File: src/rtl/dual_update_stream_if.sv
// Stream bundle for the dual update block: element input beats
// and tagged updated-dual output beats.
interface dual_update_stream_if #(
  parameter int W  = 16,
  parameter int KW = 4,
  parameter int IW = 5
);
  logic                in_valid;
  logic                in_ready;
  logic signed [W-1:0] in_primal;
  logic signed [W-1:0] in_slack;
  logic signed [W-1:0] in_dual;
  logic                out_valid;
  logic                out_ready;
  logic signed [W-1:0] out_dual;
  logic [KW-1:0]       out_knot;
  logic [IW-1:0]       out_idx;
  logic                out_is_ctrl;

  modport master (
    output in_valid, in_primal, in_slack, in_dual,
    output out_ready,
    input  in_ready, out_valid, out_dual,
    input  out_knot, out_idx, out_is_ctrl
  );

  modport slave (
    input  in_valid, in_primal, in_slack, in_dual,
    input  out_ready,
    output in_ready, out_valid, out_dual,
    output out_knot, out_idx, out_is_ctrl
  );
endinterface

File: src/rtl/dual_update_stream.sv
// Horizon-wide ADMM dual update: dual + rho*(primal-slack), saturated,
// two-stage valid/ready pipeline with residual and saturation tracking.
module dual_update_stream #(
  parameter int STATE_DIM   = 6,
  parameter int CONTROL_DIM = 12,
  parameter int HORIZON     = 10,
  parameter int W           = 16,
  parameter int FRAC        = 8
) (
  input  logic                 clk,
  input  logic                 reset_n,
  input  logic                 start,
  input  logic                 clear_dual,
  input  logic [W-1:0]         rho_state,
  input  logic [W-1:0]         rho_ctrl,
  dual_update_stream_if.slave  bus,
  output logic                 busy,
  output logic                 done,
  output logic [W:0]           res_max,
  output logic                 sat_flag
);
  localparam int NDIM  = STATE_DIM + CONTROL_DIM;
  localparam int TOTAL = HORIZON * NDIM;
  localparam int KW    = $clog2(HORIZON);
  localparam int IW    = $clog2(NDIM);
  localparam int CW    = $clog2(TOTAL + 1);
  localparam int PW    = 2 * W + 2;
  localparam logic signed [PW-1:0] SMAX =
    PW'((64'sd1 <<< (W - 1)) - 64'sd1);
  localparam logic signed [PW-1:0] SMIN = ~SMAX;

  typedef enum logic [1:0] {IDLE, RUN, FIN} state_t;

  state_t state_q, state_d;

  logic [W-1:0]        rho_s_q, rho_c_q;
  logic                clr_q;
  logic [CW-1:0]       in_cnt, out_cnt;
  logic [KW-1:0]       knot_cnt;
  logic [IW-1:0]       idx_cnt;

  logic                s1_valid;
  logic signed [W:0]   s1_diff;
  logic signed [W-1:0] s1_dual;
  logic [KW-1:0]       s1_knot;
  logic [IW-1:0]       s1_idx;

  logic                ov_q;
  logic signed [W-1:0] od_q;
  logic [KW-1:0]       ok_q;
  logic [IW-1:0]       oi_q;
  logic                oc_q;

  logic                adv, in_fire, out_fire, last_out, go;
  logic signed [W:0]   diff_in;
  logic [W:0]          abs_in;
  logic                s1_ctrl, clip_hi, clip_lo;
  logic [W-1:0]        rho;
  logic signed [PW-1:0] prod, shifted, sum;
  logic signed [W-1:0] sat_val;

  assign adv      = !ov_q || bus.out_ready;
  assign in_fire  = bus.in_valid && bus.in_ready;
  assign out_fire = ov_q && bus.out_ready;
  assign go       = (state_q == IDLE) && start;
  assign last_out = (state_q == RUN) && out_fire &&
                    (out_cnt == CW'(TOTAL - 1));

  assign bus.in_ready = (state_q == RUN) &&
                        (in_cnt < CW'(TOTAL)) && adv;
  assign bus.out_valid   = ov_q;
  assign bus.out_dual    = od_q;
  assign bus.out_knot    = ok_q;
  assign bus.out_idx     = oi_q;
  assign bus.out_is_ctrl = oc_q;
  assign busy = (state_q == RUN);
  assign done = (state_q == FIN);

  always_ff @(posedge clk or negedge reset_n) begin
    if (!reset_n) state_q <= IDLE;
    else          state_q <= state_d;
  end

  always_comb begin
    state_d = state_q;
    unique case (state_q)
      IDLE:    if (start) state_d = RUN;
      RUN:     if (last_out) state_d = FIN;
      FIN:     state_d = IDLE;
      default: state_d = IDLE;
    endcase
  end

  always_comb begin
    diff_in = {bus.in_primal[W-1], bus.in_primal} -
              {bus.in_slack[W-1], bus.in_slack};
    abs_in  = diff_in[W] ? (~diff_in + 1'b1) : diff_in;
  end

  // Full-width product so the shifted term plus dual never wraps.
  always_comb begin
    s1_ctrl = (s1_idx >= IW'(STATE_DIM));
    rho     = s1_ctrl ? rho_c_q : rho_s_q;
    prod    = $signed({{(W + 1){s1_diff[W]}}, s1_diff}) *
              $signed({{(W + 2){1'b0}}, rho});
    shifted = prod >>> FRAC;
    sum     = shifted +
              $signed({{(PW - W){s1_dual[W-1]}}, s1_dual});
    clip_hi = (sum > SMAX);
    clip_lo = (sum < SMIN);
    sat_val = sum[W-1:0];
    if (clip_hi) sat_val = SMAX[W-1:0];
    if (clip_lo) sat_val = SMIN[W-1:0];
  end

  always_ff @(posedge clk or negedge reset_n) begin
    if (!reset_n) begin
      rho_s_q  <= '0;
      rho_c_q  <= '0;
      clr_q    <= 1'b0;
      in_cnt   <= '0;
      out_cnt  <= '0;
      knot_cnt <= '0;
      idx_cnt  <= '0;
      res_max  <= '0;
      sat_flag <= 1'b0;
      s1_valid <= 1'b0;
      s1_diff  <= '0;
      s1_dual  <= '0;
      s1_knot  <= '0;
      s1_idx   <= '0;
      ov_q     <= 1'b0;
      od_q     <= '0;
      ok_q     <= '0;
      oi_q     <= '0;
      oc_q     <= 1'b0;
    end else if (go) begin
      rho_s_q  <= rho_state;
      rho_c_q  <= rho_ctrl;
      clr_q    <= clear_dual;
      in_cnt   <= '0;
      out_cnt  <= '0;
      knot_cnt <= '0;
      idx_cnt  <= '0;
      res_max  <= '0;
      sat_flag <= 1'b0;
      s1_valid <= 1'b0;
      ov_q     <= 1'b0;
    end else begin
      if (in_fire) begin
        in_cnt <= in_cnt + 1'b1;
        if (idx_cnt == IW'(NDIM - 1)) begin
          idx_cnt <= '0;
          if (knot_cnt != KW'(HORIZON - 1))
            knot_cnt <= knot_cnt + 1'b1;
        end else begin
          idx_cnt <= idx_cnt + 1'b1;
        end
        if (abs_in > res_max) res_max <= abs_in;
      end
      if (out_fire) out_cnt <= out_cnt + 1'b1;
      if (adv) begin
        s1_valid <= in_fire;
        if (in_fire) begin
          s1_diff <= diff_in;
          s1_dual <= clr_q ? '0 : bus.in_dual;
          s1_knot <= knot_cnt;
          s1_idx  <= idx_cnt;
        end
        ov_q <= s1_valid;
        if (s1_valid) begin
          od_q <= sat_val;
          ok_q <= s1_knot;
          oi_q <= s1_idx;
          oc_q <= s1_ctrl;
          if (clip_hi || clip_lo) sat_flag <= 1'b1;
        end
      end
    end
  end
endmodule

File: src/flat_wrapper.sv
// flat-port wrapper written by rule: the top's interface ports become plain ports
module dual_update_stream_flat 
#(
  parameter int STATE_DIM   = 6,
  parameter int CONTROL_DIM = 12,
  parameter int HORIZON     = 10,
  parameter int W           = 16,
  parameter int FRAC        = 8
)
  (clk, reset_n, start, clear_dual, rho_state, rho_ctrl, busy, done, res_max, sat_flag, bus_in_valid, bus_in_primal, bus_in_slack, bus_in_dual, bus_out_ready, bus_in_ready, bus_out_valid, bus_out_dual, bus_out_knot, bus_out_idx, bus_out_is_ctrl);
  dual_update_stream_if #(.W(W)) bus_i ();
  input  logic clk;
  input  logic reset_n;
  input  logic start;
  input  logic clear_dual;
  input  logic [W-1:0] rho_state;
  input  logic [W-1:0] rho_ctrl;
  output logic busy;
  output logic done;
  output logic [W:0] res_max;
  output logic sat_flag;
  input wire logic [$bits(bus_i.in_valid)-1:0] bus_in_valid;
  input wire logic [$bits(bus_i.in_primal)-1:0] bus_in_primal;
  input wire logic [$bits(bus_i.in_slack)-1:0] bus_in_slack;
  input wire logic [$bits(bus_i.in_dual)-1:0] bus_in_dual;
  input wire logic [$bits(bus_i.out_ready)-1:0] bus_out_ready;
  output wire logic [$bits(bus_i.in_ready)-1:0] bus_in_ready;
  output wire logic [$bits(bus_i.out_valid)-1:0] bus_out_valid;
  output wire logic [$bits(bus_i.out_dual)-1:0] bus_out_dual;
  output wire logic [$bits(bus_i.out_knot)-1:0] bus_out_knot;
  output wire logic [$bits(bus_i.out_idx)-1:0] bus_out_idx;
  output wire logic [$bits(bus_i.out_is_ctrl)-1:0] bus_out_is_ctrl;
  assign bus_i.in_valid = bus_in_valid;
  assign bus_i.in_primal = bus_in_primal;
  assign bus_i.in_slack = bus_in_slack;
  assign bus_i.in_dual = bus_in_dual;
  assign bus_i.out_ready = bus_out_ready;
  assign bus_in_ready = bus_i.in_ready;
  assign bus_out_valid = bus_i.out_valid;
  assign bus_out_dual = bus_i.out_dual;
  assign bus_out_knot = bus_i.out_knot;
  assign bus_out_idx = bus_i.out_idx;
  assign bus_out_is_ctrl = bus_i.out_is_ctrl;
  dual_update_stream #(.STATE_DIM(STATE_DIM), .CONTROL_DIM(CONTROL_DIM), .HORIZON(HORIZON), .W(W), .FRAC(FRAC)) u_core (.clk(clk), .reset_n(reset_n), .start(start), .clear_dual(clear_dual), .rho_state(rho_state), .rho_ctrl(rho_ctrl), .bus(bus_i), .busy(busy), .done(done), .res_max(res_max), .sat_flag(sat_flag));
endmodule
File: config.mk
export PLATFORM = sky130hd
export DESIGN_NAME = dual_update_stream_flat
export DESIGN_NICKNAME = d
export VERILOG_FILES = /design/src/rtl/dual_update_stream_if.sv /design/src/rtl/dual_update_stream.sv /design/src/flat_wrapper.sv
export SDC_FILE = /design/constraint.sdc
export NUM_CORES = 1
export LEC_CHECK = 0
export ABC_AREA = 0
export BUFFER_PORTS_ARGS = -buffer_cell sky130_fd_sc_hd__buf_2
export CORE_ASPECT_RATIO = 0.5
export CORE_MARGIN = 2
export CORE_UTILIZATION = 57
export DETAILED_ROUTE_END_ITERATION = 7
export PLACE_DENSITY = 0.83
export REMOVE_ABC_BUFFERS = 1
export SYNTH_ARGS = -nofsm -noshare
export SYNTH_HDL_FRONTEND = slang
export SYNTH_SLANG_ARGS = --single-unit
File: constraint.sdc
create_clock -name clk -period 10 [get_ports clk]
set_clock_uncertainty 0.2 [all_clocks]
set_input_delay 2.5 -clock clk [delete_from_list [all_inputs] [get_ports clk]]
set_output_delay 2.5 -clock clk [all_outputs]
set_load 0.01 [all_outputs]
Word level (Yosys, flattened, before mapping)
Index checks and enable logic that the tools add are counted.

word-level totals
  register bits after elaboration = 148
  logic and storage cells = 97
  input bits = 86

cells by class
  bitwise operators = 2
  order comparisons = 5
  add/subtract/negate cells = 7
  reductions and logical operators = 25
  $mul = 1
  multiplexer cells = 30
  equal/unequal tests = 7

operator list
  operator                                                                           number
  17-bit 2-to-1 mux                                                                  4
  16-bit 2-to-1 mux                                                                  4
  34-bit by 16-bit greater-than comparator with 1-bit output, second input constant  1
  34-bit by 16-bit < comparator with 1-bit output, second input constant             1
  17-bit by 17-bit multiplier with 34-bit output                                     1
  8-bit 2-to-1 mux                                                                   4
  26-bit by 16-bit adder with 27-bit output                                          1
  17-bit by 1-bit adder with 17-bit output, second input constant                    1
  17-bit greater-than comparator                                                     1
  17-bit NOT                                                                         1
  16-bit by 16-bit subtractor with 17-bit output                                     1
  8-bit by 1-bit adder with 8-bit output, second input constant                      2
  4-bit 2-to-1 mux                                                                   4
  2-bit nonzero test                                                                 8
  5-bit 2-to-1 mux                                                                   3
  3-bit AND reduction                                                                4
  8-bit == test, second input constant                                               1
  8-bit < comparator, second input constant                                          1
  1-bit 2-to-1 mux                                                                   8
  1-bit logical AND                                                                  7
  5-bit by 1-bit adder with 5-bit output, second input constant                      1
  5-bit == test, second input constant                                               1
  5-bit by 3-bit >= comparator with 1-bit output, second input constant              1
  4-bit by 1-bit adder with 4-bit output, second input constant                      1
  12 further kinds                                                                   15

Longest topological paths before layout
  depth after elaboration = 10
  mapped depth = 40
  depth with buffers taken out = 34

Worst setup path before layout
OpenSTA, ideal clock, no wires.

  path kind = flip-flop to flip-flop
  start point = reg u_core.s1_idx[2]
  end point = reg u_core.od_q[10], in the netlist u_core.bus.out_dual[10]
  slack = -0.465 ns
  stages on the path, launching flop included = 36
  period minus slack after synthesis = 10.465 ns
  required time = 9.701 ns
  arrival time = 10.166 ns
  path through = dfrtp_1 -> a211oi_1 -> clkbuf_1 -> mux2_2 -> and2_1 -> fa_1 -> inv_1 -> fa_1 -> fa_1 -> inv_1 -> ha_1 -> fa_1 -> inv_1 -> fa_1 -> inv_1 -> ha_1 -> and4_1 -> a221oi_1 -> o21ai_0 -> or4b_2 -> a31oi_1 -> nor2b_1 -> nor2_1 -> xnor2_1 -> ha_1 -> and4_1 -> and3_1 -> a22o_1 -> o41a_1 -> a31oi_1 -> xnor2_1 -> or4b_1 -> o21ba_1 -> buf_2 -> buf_2 -> a311oi_1

on the way
  word-level cells in the longest chain between the ends = 7

RTL lines
  element                                                     RTL line                   source
  start: declaration                                          dual_update_stream.sv:46   logic [IW-1:0] s1_idx;
  start signal: assignment                                    dual_update_stream.sv:168  s1_idx <= idx_cnt;
  5-bit by 3-bit >= comparator with 1-bit output (*)          dual_update_stream.sv:102  s1_ctrl = (s1_idx >= IW'(STATE_DIM));
  16-bit 2-to-1 mux (*)                                       dual_update_stream.sv:103  rho = s1_ctrl ? rho_c_q : rho_s_q;
  17-bit by 17-bit multiplier with 34-bit output (*)          dual_update_stream.sv:104  prod = $signed({{(W + 1){s1_diff[W]}}, s1_diff}) *
  26-bit by 16-bit adder with 27-bit output (*)               dual_update_stream.sv:107  sum = shifted +
  34-bit by 16-bit greater-than comparator with 1-bit output  dual_update_stream.sv:109  clip_hi = (sum > SMAX);
  16-bit 2-to-1 mux                                           dual_update_stream.sv:112  if (clip_hi) sat_val = SMAX[W-1:0];
  16-bit 2-to-1 mux (*)                                       dual_update_stream.sv:113  if (clip_lo) sat_val = SMIN[W-1:0];
  end signal: assignment                                      dual_update_stream.sv:172  od_q <= sat_val;
  end: declaration                                            dual_update_stream.sv:49   logic signed [W-1:0] od_q;

Mark *: on every way between the ends. The rest lies on a longest branch, timed or not.
A chain may end at the register's enable or synchronous reset.

Final worst setup path
  start point = reg u_core.s1_idx[1]
  end point = reg u_core.od_q[4], in the netlist u_core.bus.out_dual[4]

Same word-level chain as after synthesis.

==> results.toml <==
[power_and_ir_drop]
clkPwrFrac_pct = 29.4
switching_share_pct = 37.91
peakVddDrop_v = 0.0001045
p_sw_w = 0.0007945
p_comb_share_pct = 29.8
power.share.sequential_pct = 40.8
internal_power_w = 0.001301
power_density_nw_per_um2 = 95.16
p_leak_nw = 11.50

[setup_path]
worstPathMaxFanout = 15
crit_top_cell = "fa_1"
start_kind = "flip-flop"
worst-setup-path-type = "flip-flop to flip-flop"
critPathRequiredTime_ns = 10.13
max_stage_delay_ns = 0.56
crit_slowest_cell = "fa_1"
critPathCaptureType = "flip-flop"
cp_data_arrival_time_ns = 9.97

[logic_synthesis]
yosysSeqAreaShare_pct = 19.00
syn_inst = 2195
ys_ff_latch = 148
synthFlopType = "dfrtp_1"
synthArstFlopShare_pct = 100.0
synth_area_um2 = 19490
synth_edf_count = 0
syn_area_per_cell_um2 = 8.880
yosysUniqueCellTypes = 72
yosys_warnings = 0

[layout]
nFillCells = 2413
drive_gt1_share_pct = 14.84
fin_util_pct = 66.05
diodes = 0
area_growth_pct = 12.99
nNetsFinal = 2883

[detailed_routing]
drcViolationCount = 0
drt-initial-drc-count = 1189
drt_wl_total_um = 52050
ant_nets = 0
vias_per_cell = 5.671
routedWlPerCell_um = 18.46
drtPass1Iterations = 6
vias = 15990

[clocking]
htreeDepth = 4
clockRootBuffer = "clkbuf_16"
clkTransAtPathRegs_ns = 0.06
cts-hold-fix-buffers = 0
cts_tree = "done"
numCtsBuffers = 17
clock_sinks = 148
clk_latency_ns = 0.45
cts_buffer_depth = 2

[die]
row_count = 47
initial_core_util_pct = 58.46
die_w_um = 265.5
dieHeight_um = 134.8
top_level_ports = 134
core_area_um2 = 33340
dieArea_um2 = 35780

[run]
cap_violations = 0

[timing]
relSlewSlack_pct = 42.32
tightest_slew_ns = 0.8628
fmax_ghz = 0.1017
setup_viol = 0
finalHoldViolCount = 0
min_period_over_period_pct = 98.31
fin_ws_ns = 0.1691
finalMaxSlewViolations = 0
finalSetupTns_ns = 0
period_needed_ns = 9.831

[grt]
grt_overflow = 0
grt_max_degree = 85
first_global_vias = 16250
antenna_found_initial = 0
grt.total_usage_pct = 29.22
grt_pass1_wl_um = 81740

[outcome]
outcome = "complete, no violations"

[min_path]
hp-class = "flip-flop to flip-flop"

[placement]
place_congestion = 0.9252
place.port_buffers = 133
dp_hpwl_um = 40460
pre_cts_ws_ns = -0.02473
per-layer routing:
| metal | track usage [%] | part of all wire, % | up-vias |
|---|---|---|---|
| met2 | 49.48 | 48 | 651 |
| met5 | 0 | 0 | - |
| met1 | 36.49 | 39 | 7948 |
| met4 | 12.05 | 4.3 | 0 |
| met3 | 6.838 | 8.1 | 157 |
| li1 | - | - | 7231 |
worst max-delay path, delay by kind of cell (launching register included):
family / cells / cell delay, ns
AO/OA/AOI/OAI: 8 / 1.91
buffers and inverters: 10 / 1.19
multiplexers: 1 / 0.28
adder cells (fa/ha/maj): 8 / 3.77
XOR/XNOR: 2 / 0.30
AND/OR/NAND/NOR: 8 / 1.62
flip-flops: 1 / 0.43
layout make-up:
| type | instances | area, um2 | area share [%] |
|---|---|---|---|
| Clock buffer | 20 | 456.7 | 2.074 |
| Clock inverter | 12 | 92.59 | 0.4204 |
| Inverter | 399 | 1501 | 6.818 |
| Multi-Input combinational cell | 1573 | 14260 | 64.76 |
| Sequential cell | 148 | 3705 | 16.82 |
| Tap cell | 441 | 551.8 | 2.506 |
| Timing Repair Buffer | 226 | 1454 | 6.602 |
final timing paths:
path / from / endpoint / slack [ns] / cells after the start
worst max register to register: u_core.s1_idx[1] / u_core.bus.out_dual[4] / 0.17 / 37
min in group asynchronous: reset_n / u_core.out_cnt[3] / 1.91 / 1
worst min-delay path: u_core.rho_c_q[4] / u_core.rho_c_q[4] / 0.28 / 2
max in group asynchronous: reset_n / u_core.s1_dual[6] / 6.31 / 2
worst max-delay path: u_core.s1_idx[1] / u_core.bus.out_dual[4] / 0.17 / 37
worst min register to register: u_core.rho_c_q[4] / u_core.rho_c_q[4] / 0.28 / 2
cells by family (layout without fill, tap and decap cells):
kind of cell	after synthesis	count (layout)	synth area share, %
adders and majority gates	432	432	38.48
buffers and inverters	474	657	9.148
and+or+nand+nor	736	736	17.64
xor gates and xnor gates	89	89	3.999
AOI/OAI and AO/OA	271	271	9.180
DFF	148	148	19.00
muxes	45	45	2.555
flip-flops by register name (all words and copies together) (netlist names):
name / flops
u_core.s1_diff: 17
u_core.bus.out_dual: 16
u_core.s1_valid: 1
u_core.bus.out_is_ctrl: 1
u_core.s1_dual: 16
u_core.s1_knot: 4
u_core.sat_flag: 1
u_core.knot_cnt: 4
u_core.s1_idx: 5
u_core.bus.out_valid: 1
u_core.clr_q: 1
u_core.rho_c_q: 16
u_core.in_cnt: 8
u_core.rho_s_q: 16
u_core.bus.out_idx: 5
u_core.out_cnt: 8
u_core.idx_cnt: 5
u_core.state_q: 2
u_core.bus.out_knot: 4
u_core.res_max: 17
Yosys cell counts, types with 3 or more instances:
library cell / count / area (um2)
o31ai_1: 8 / 60.06
a211oi_1: 8 / 60.06
nor4_1: 8 / 50.05
nand2_1: 362 / 1359
or3_1: 5 / 31.28
o21a_1: 6 / 45.04
a21oi_1: 60 / 300.3
dfrtp_1: 148 / 3704
nand3b_1: 3 / 22.52
nand4_1: 16 / 100.1
a311oi_1: 17 / 148.9
nor2b_1: 91 / 569.3
o21bai_1: 8 / 60.06
mux2i_1: 7 / 70.07
fa_1: 279 / 5585
and2_1: 51 / 319.1
a21o_1: 27 / 202.7
clkbuf_1: 66 / 247.7
nand2b_1: 28 / 175.2
and4_1: 3 / 26.28
nor3_1: 14 / 70.07
a221oi_1: 5 / 43.79
o311ai_0: 3 / 26.28
buf_2: 3 / 15.01
o21ai_0: 72 / 360.4
a31oi_1: 16 / 100.1
xnor2_1: 54 / 473.0
and3_1: 11 / 68.82
ha_1: 153 / 1914
a221o_1: 3 / 30.03
a21boi_0: 4 / 30.03
nand3_1: 21 / 105.1
or2_2: 5 / 31.28
xor2_1: 35 / 306.5
o211ai_1: 4 / 30.03
mux2_2: 37 / 416.7
buf_1: 6 / 22.52
nor2_1: 106 / 397.9
a31o_2: 3 / 26.28
inv_1: 399 / 1498
through the flow:
stage	instances	area (um2)	hold slack [ns]	power, W
after floorplan	2120	19210	0.2401	0.001150
after global placement	2763	21000	0.2555	0.001402
after detailed placement	2763	21000	0.2627	0.001421
after CTS	2795	21560	0.2775	0.002032
after global routing	2819	22020	0.2961	0.002183
final	2819	22020	0.2773	0.002096
cell usage in the layout (no fill, tap or decap), drive strengths merged, types with 28 or more instances in the layout:
master / count
o21ai: 73
buf: 224
nand2: 362
mux2: 38
xnor2: 54
nand2b: 28
nor2b: 91
a21oi: 60
and2: 51
ha: 153
nor2: 106
dfrtp: 148
xor2: 35
inv: 403
fa: 279
power groups by stage:
| stage | Combinational, W | Clock [W] | Sequential (W) |
|---|---|---|---|
| floorplan | 0.000334 | 0 | 0.000816 |
| global placement | 0.000555 | 0 | 0.000848 |
| detailed placement | 0.000571 | 0 | 0.000851 |
| CTS | 0.000576 | 0.000615 | 0.000841 |
| global route | 0.000676 | 0.000645 | 0.000863 |
| finish | 0.000624 | 0.000615 | 0.000856 |
timing repair:
action | in CTS | in global routing
hold endpoints to repair | 0 | 0
cloned | 0 | 3
setup endpoints to repair | 8 | 16
resized for setup | 1 | 55
buffers inserted | 0 | 21
pin swaps | 0 | 14
No activity file was read; power rests on OpenSTA's default activity.
